## src/rtl/v4_peak_detector.sv

```systemverilog
// v4_peak_detector: hysteresis pulse finder on the shaped stream; reports peak amplitude,
// peak timestamp and width through a one-entry valid/ready event register.
module v4_peak_detector #(
  parameter int SIZE_FILTER_DATA = 16,
  parameter int TS_WIDTH = 32,
  parameter int W_WIDTH = 8,
  parameter int MIN_WIDTH = 3,
  parameter int HOLDOFF = 8
) (
  input  logic clk,
  input  logic reset,
  input  logic signed [SIZE_FILTER_DATA-1:0] input_bus,
  input  logic signed [SIZE_FILTER_DATA-1:0] thr_hi,
  input  logic signed [SIZE_FILTER_DATA-1:0] thr_lo,
  input  logic out_ready,
  output logic out_valid,
  output logic signed [SIZE_FILTER_DATA-1:0] out_amplitude,
  output logic [TS_WIDTH-1:0] out_timestamp,
  output logic [W_WIDTH-1:0] out_width,
  output logic [15:0] drop_count,
  output logic busy
);
  localparam int HW = HOLDOFF > 1 ? $clog2(HOLDOFF) : 1;
  typedef enum logic [1:0] {IDLE, PULSE, HOLD} state_t;
  state_t state, state_n;
  logic signed [SIZE_FILTER_DATA-1:0] x_r, peak, peak_n, thr_eff_lo;
  logic [TS_WIDTH-1:0] ts, ts_r, peak_ts, peak_ts_n;
  logic [W_WIDTH-1:0] width, width_n;
  logic [HW-1:0] hold_cnt, hold_cnt_n;
  logic close, emit, hs;
  always_ff @(posedge clk or posedge reset)
    if (reset) begin
      ts <= '0;
      ts_r <= '0;
      x_r <= '0;
      state <= IDLE;
      peak <= '0;
      peak_ts <= '0;
      width <= '0;
      hold_cnt <= '0;
    end else begin
      ts <= ts + 1'b1;
      ts_r <= ts;
      x_r <= input_bus;
      state <= state_n;
      peak <= peak_n;
      peak_ts <= peak_ts_n;
      width <= width_n;
      hold_cnt <= hold_cnt_n;
    end
  // A release threshold above the arm threshold is clamped down to it.
  always_comb begin
    thr_eff_lo = (thr_lo > thr_hi) ? thr_hi : thr_lo;
    state_n = state;
    peak_n = peak;
    peak_ts_n = peak_ts;
    width_n = width;
    hold_cnt_n = hold_cnt;
    close = 1'b0;
    case (state)
      IDLE:
        if (x_r >= thr_hi) begin
          state_n = PULSE;
          peak_n = x_r;
          peak_ts_n = ts_r;
          width_n = W_WIDTH'(1);
        end
      PULSE:
        if (x_r >= thr_eff_lo) begin
          width_n = &width ? width : width + 1'b1;
          if (x_r > peak) begin
            peak_n = x_r;
            peak_ts_n = ts_r;
          end
        end else begin
          close = 1'b1;
          state_n = HOLDOFF == 0 ? IDLE : HOLD;
          hold_cnt_n = '0;
        end
      HOLD:
        if (hold_cnt == HW'(HOLDOFF - 1)) state_n = IDLE;
        else hold_cnt_n = hold_cnt + 1'b1;
      default: state_n = IDLE;
    endcase
    emit = close && (width >= W_WIDTH'(MIN_WIDTH));
    hs = out_valid && out_ready;
    busy = state != IDLE;
  end
  // A handshake in the emit cycle frees the slot, so the new event is taken, not dropped.
  always_ff @(posedge clk or posedge reset)
    if (reset) begin
      out_valid <= 1'b0;
      out_amplitude <= '0;
      out_timestamp <= '0;
      out_width <= '0;
      drop_count <= '0;
    end else if (emit && (!out_valid || hs)) begin
      out_valid <= 1'b1;
      out_amplitude <= peak;
      out_timestamp <= peak_ts;
      out_width <= width;
    end else if (emit) begin
      drop_count <= &drop_count ? drop_count : drop_count + 1'b1;
    end else if (hs) begin
      out_valid <= 1'b0;
    end
endmodule

```

## config.mk

```make
export PLATFORM = sky130hd
export DESIGN_NAME = v4_peak_detector
export DESIGN_NICKNAME = d
export VERILOG_FILES = /design/src/rtl/v4_peak_detector.sv
export SDC_FILE = /design/constraint.sdc
export NUM_CORES = 1
export LEC_CHECK = 0
export CAP_MARGIN = 20
export CORE_ASPECT_RATIO = 1.2
export CORE_UTILIZATION = 45
export CTS_CLUSTER_SIZE = 16
export DETAILED_ROUTE_END_ITERATION = 8
export GPL_TIMING_DRIVEN = 0
export PLACE_DENSITY = 0.68
export SLEW_MARGIN = 5
export SYNTH_ARGS = -nofsm -noshare
export SYNTH_HDL_FRONTEND = slang
export SYNTH_SLANG_ARGS = --single-unit
```

## constraint.sdc

```tcl
create_clock -name clk -period 9.4 [get_ports clk]
set_clock_uncertainty 0.1 [all_clocks]
set_input_delay 1.88 -clock clk [delete_from_list [all_inputs] [get_ports clk]]
set_output_delay 1.88 -clock clk [all_outputs]
set_load 0.1 [all_outputs]
```

==> impl_metrics.ini <==
[sta]
fin_crit_sh_pct = 89.9
fin_crit_ns = 8.45
drv_slew = 0
holdWs_ns = 0.272
fmax_ghz = 0.118
hold_viol = 0
slew_headroom_pct = 30.7
tns_ns = 0
finalSetupViolCount = 0
rsz0062_at_grt = false
tightest_slew_ns = 1.04

[pwr]
leakage_nw = 5.86
pwr_density_cell_mw_per_mm2 = 263
power_mw = 3.22
vdd_ir_drop_max_uv = 157

[clock_network]
tritoncts = yes
cts_setup_buffers = 0
clk_pin_slew_worst_paths_ns = 0.06
clock_path_buffers = 3
hold_buffers = 0
root_buffer = clkbuf_16
cts_made_buffers = 23
cts.sinks = 214
cts-htree-levels = 1
clock_latency_ns = 0.50
cts_resized = 0

[detailed_routing]
drtIter0Drc = 344
viasPerCell = 5.25
ant_nets = 0
wl_per_cell_um = 16.4
post-route-drc-count = 0
routed_wl_mm = 20.8
vias = 6659
drt_pass1_iterations = 4

[finish]
final_nets = 1098
multiInputGateArea_mm2 = 0.00425
syn_to_final_growth_pct = 23.7
num-fill-cells = 1810
antenna_cells = 0
seqCellArea_mm2 = 0.00536
layout_common_cells = dfrtp_1 (214), clkdlybuf4s50_1 (124), mux2_2 (106)
mostFrequentLayoutCell = dfrtp_1
drive_gt1_share_pct = 16.7
instances_no_fill = 1268
final_util_pct = 56.7

[die]
coreArea_mm2 = 0.0216
fp-row-count = 59
die_h_um = 165
start_util_pct = 45.8
die_area_mm2 = 0.0226
die_w_um = 138
boundaryPins = 125

[placement]
port_buffers = 124
hpwl_mm = 15.0
place_inst = 1227
routabilityCongestion = 0.904

[setup_path]
crit_top_cell = nand4_1
rr_worst_depth = 10
cp_slowest_cell = nor3_1
slowest_delay_ns = 0.76
critical_path_required_ns = 9.68
critical_path_class = primary input to flop
endpoint_kind = flop
path_max_fanout = 10
critPathArrivalTime_ns = 8.73
cp_cell_sequence = clkdlybuf4s50_1 -> inv_1 -> ha_1 -> clkbuf_1 -> nand4_1 -> nor2_1 -> and3_1 -> nand4_1 -> o21ai_1 -> clkbuf_1 -> a22oi_1 -> and3_1 -> ha_1 -> nand4_1 -> or4_4 -> a21oi_2 -> nor4_1 -> nor3_1 -> a21o_1 -> buf_2 -> buf_2 -> mux2_2
start_kind = primary input

[grt]
grt_usage_pct = 19.1
grt_first_pass_wirelength_mm = 33.8
antenna_found_initial = 0
grt_pass1_vias = 6652
grt_max_degree = 124
overflow = 0

[flow_run]
cap_violations = 0

[outcome]
status = completed

[synth]
synth_area_per_cell_um2 = 12.0
syn-cell-area_mm2 = 0.00992
ys_async_sr_fraction_pct = 100
ys_seq_area_share_pct = 54.0
ys.flop_type = dfrtp_1
synthCells = 828
synth_seq_cells = 214
synth.distinct_cells = 51
synth_warnings = 0
synth_edf_count = 0
synth_nets = 948

[min_path]
hp-class = flop to flop
hold-path-cell-count = 0
cell usage after synthesis (6+ instances only):
cell type  instances  area, um^2
dfrtp_1          214        5360
ha_1              69         863
clkbuf_1          13        48.8
a21oi_1           21         105
o21ai_0           15        75.1
buf_2              9        45.0
xor2_1            23         201
mux2_2           106        1190
a22oi_1            6        45.0
and3_1            31         194
nand3_1           33         165
nor2_1            35         131
xnor2_1           27         236
nor3_1            11        55.1
nand2_1           66         248
nand4_1           31         194
a21o_1            10        75.1
a2bb2oi_1         11        96.3
inv_1             43         161
state kept, by name (all words and copies together), names as in the netlist:
name,flops
drop_count,16
hold_cnt,3
out_amplitude,16
out_timestamp,32
out_valid,1
out_width,8
peak,16
peak_ts,32
state,2
ts,32
ts_r,32
width,8
x_r,16
critical path: cells and delay by family:
| kind | cells | cell delay (ns) |
|---|---|---|
| AOI/OAI and AO/OA | 4 | 0.96 |
| adders and majority gates | 2 | 0.61 |
| and+or+nand+nor | 9 | 2.89 |
| buffers and inverters | 6 | 1.96 |
| muxes | 1 | 0.37 |
stage by stage:
stage	setup slack (ns)	area, um^2
after floorplan	1.57	9920
after global placement	-1.15	11500
after detailed placement	0.434	11500
after CTS	0.938	12300
after global routing	0.464	12300
final	0.953	12300
worst paths after layout:
kind | slack, ns | from | endpoint
min in group asynchronous | 1.85 | reset | peak_ts[5]$_DFFE_PP0P_
worst max-delay path | 0.95 | thr_hi[15] | peak[1]$_DFFE_PP0P_
worst min register to register | 0.27 | ts[30]$_DFF_PP0_ | ts_r[30]$_DFF_PP0_
worst max register to register | 5.39 | x_r[7]$_DFF_PP0_ | peak[1]$_DFFE_PP0P_
max in group asynchronous | 6.40 | reset | x_r[4]$_DFF_PP0_
worst min-delay path | 0.27 | ts[30]$_DFF_PP0_ | ts_r[30]$_DFF_PP0_
cell families after synthesis:
| logic type | after synthesis | synth area share [%] |
|---|---|---|
| simple gates | 235 | 12.1 |
| buf+inv | 71 | 3.12 |
| mux | 106 | 12.0 |
| compound gates | 83 | 5.65 |
| fa+ha+maj | 69 | 8.71 |
| flops | 214 | 54.0 |
| xor+xnor | 50 | 4.42 |
routing by layer:
layer  vias to the layer above  wire, um  track usage, %  share of wire, %
met5                         -         0               0                 0
met1                      3272      9050            24.7                44
met4                         0       472            6.29               2.3
met2                       128     10300            32.8                50
li1                       3228         -               -                 -
met3                        31       940            2.55               4.5
cell type report:
type | count | share of cell area [%]
well taps | 274 | 2.79
clock inverters | 9 | 0.673
inverters | 43 | 1.38
clock buffers | 32 | 5.29
multi-input cells | 543 | 34.7
flip-flops and latches | 214 | 43.7
repair buffers | 125 | 10.3
plain buffers | 28 | 1.20
where the power goes:
group	total (mW)	switching (mW)	internal [mW]
registers	1.13	0.0822	1.05
clock network	0.867	0.355	0.511
logic	1.23	0.817	0.412
No activity file was read; power rests on OpenSTA's default activity.
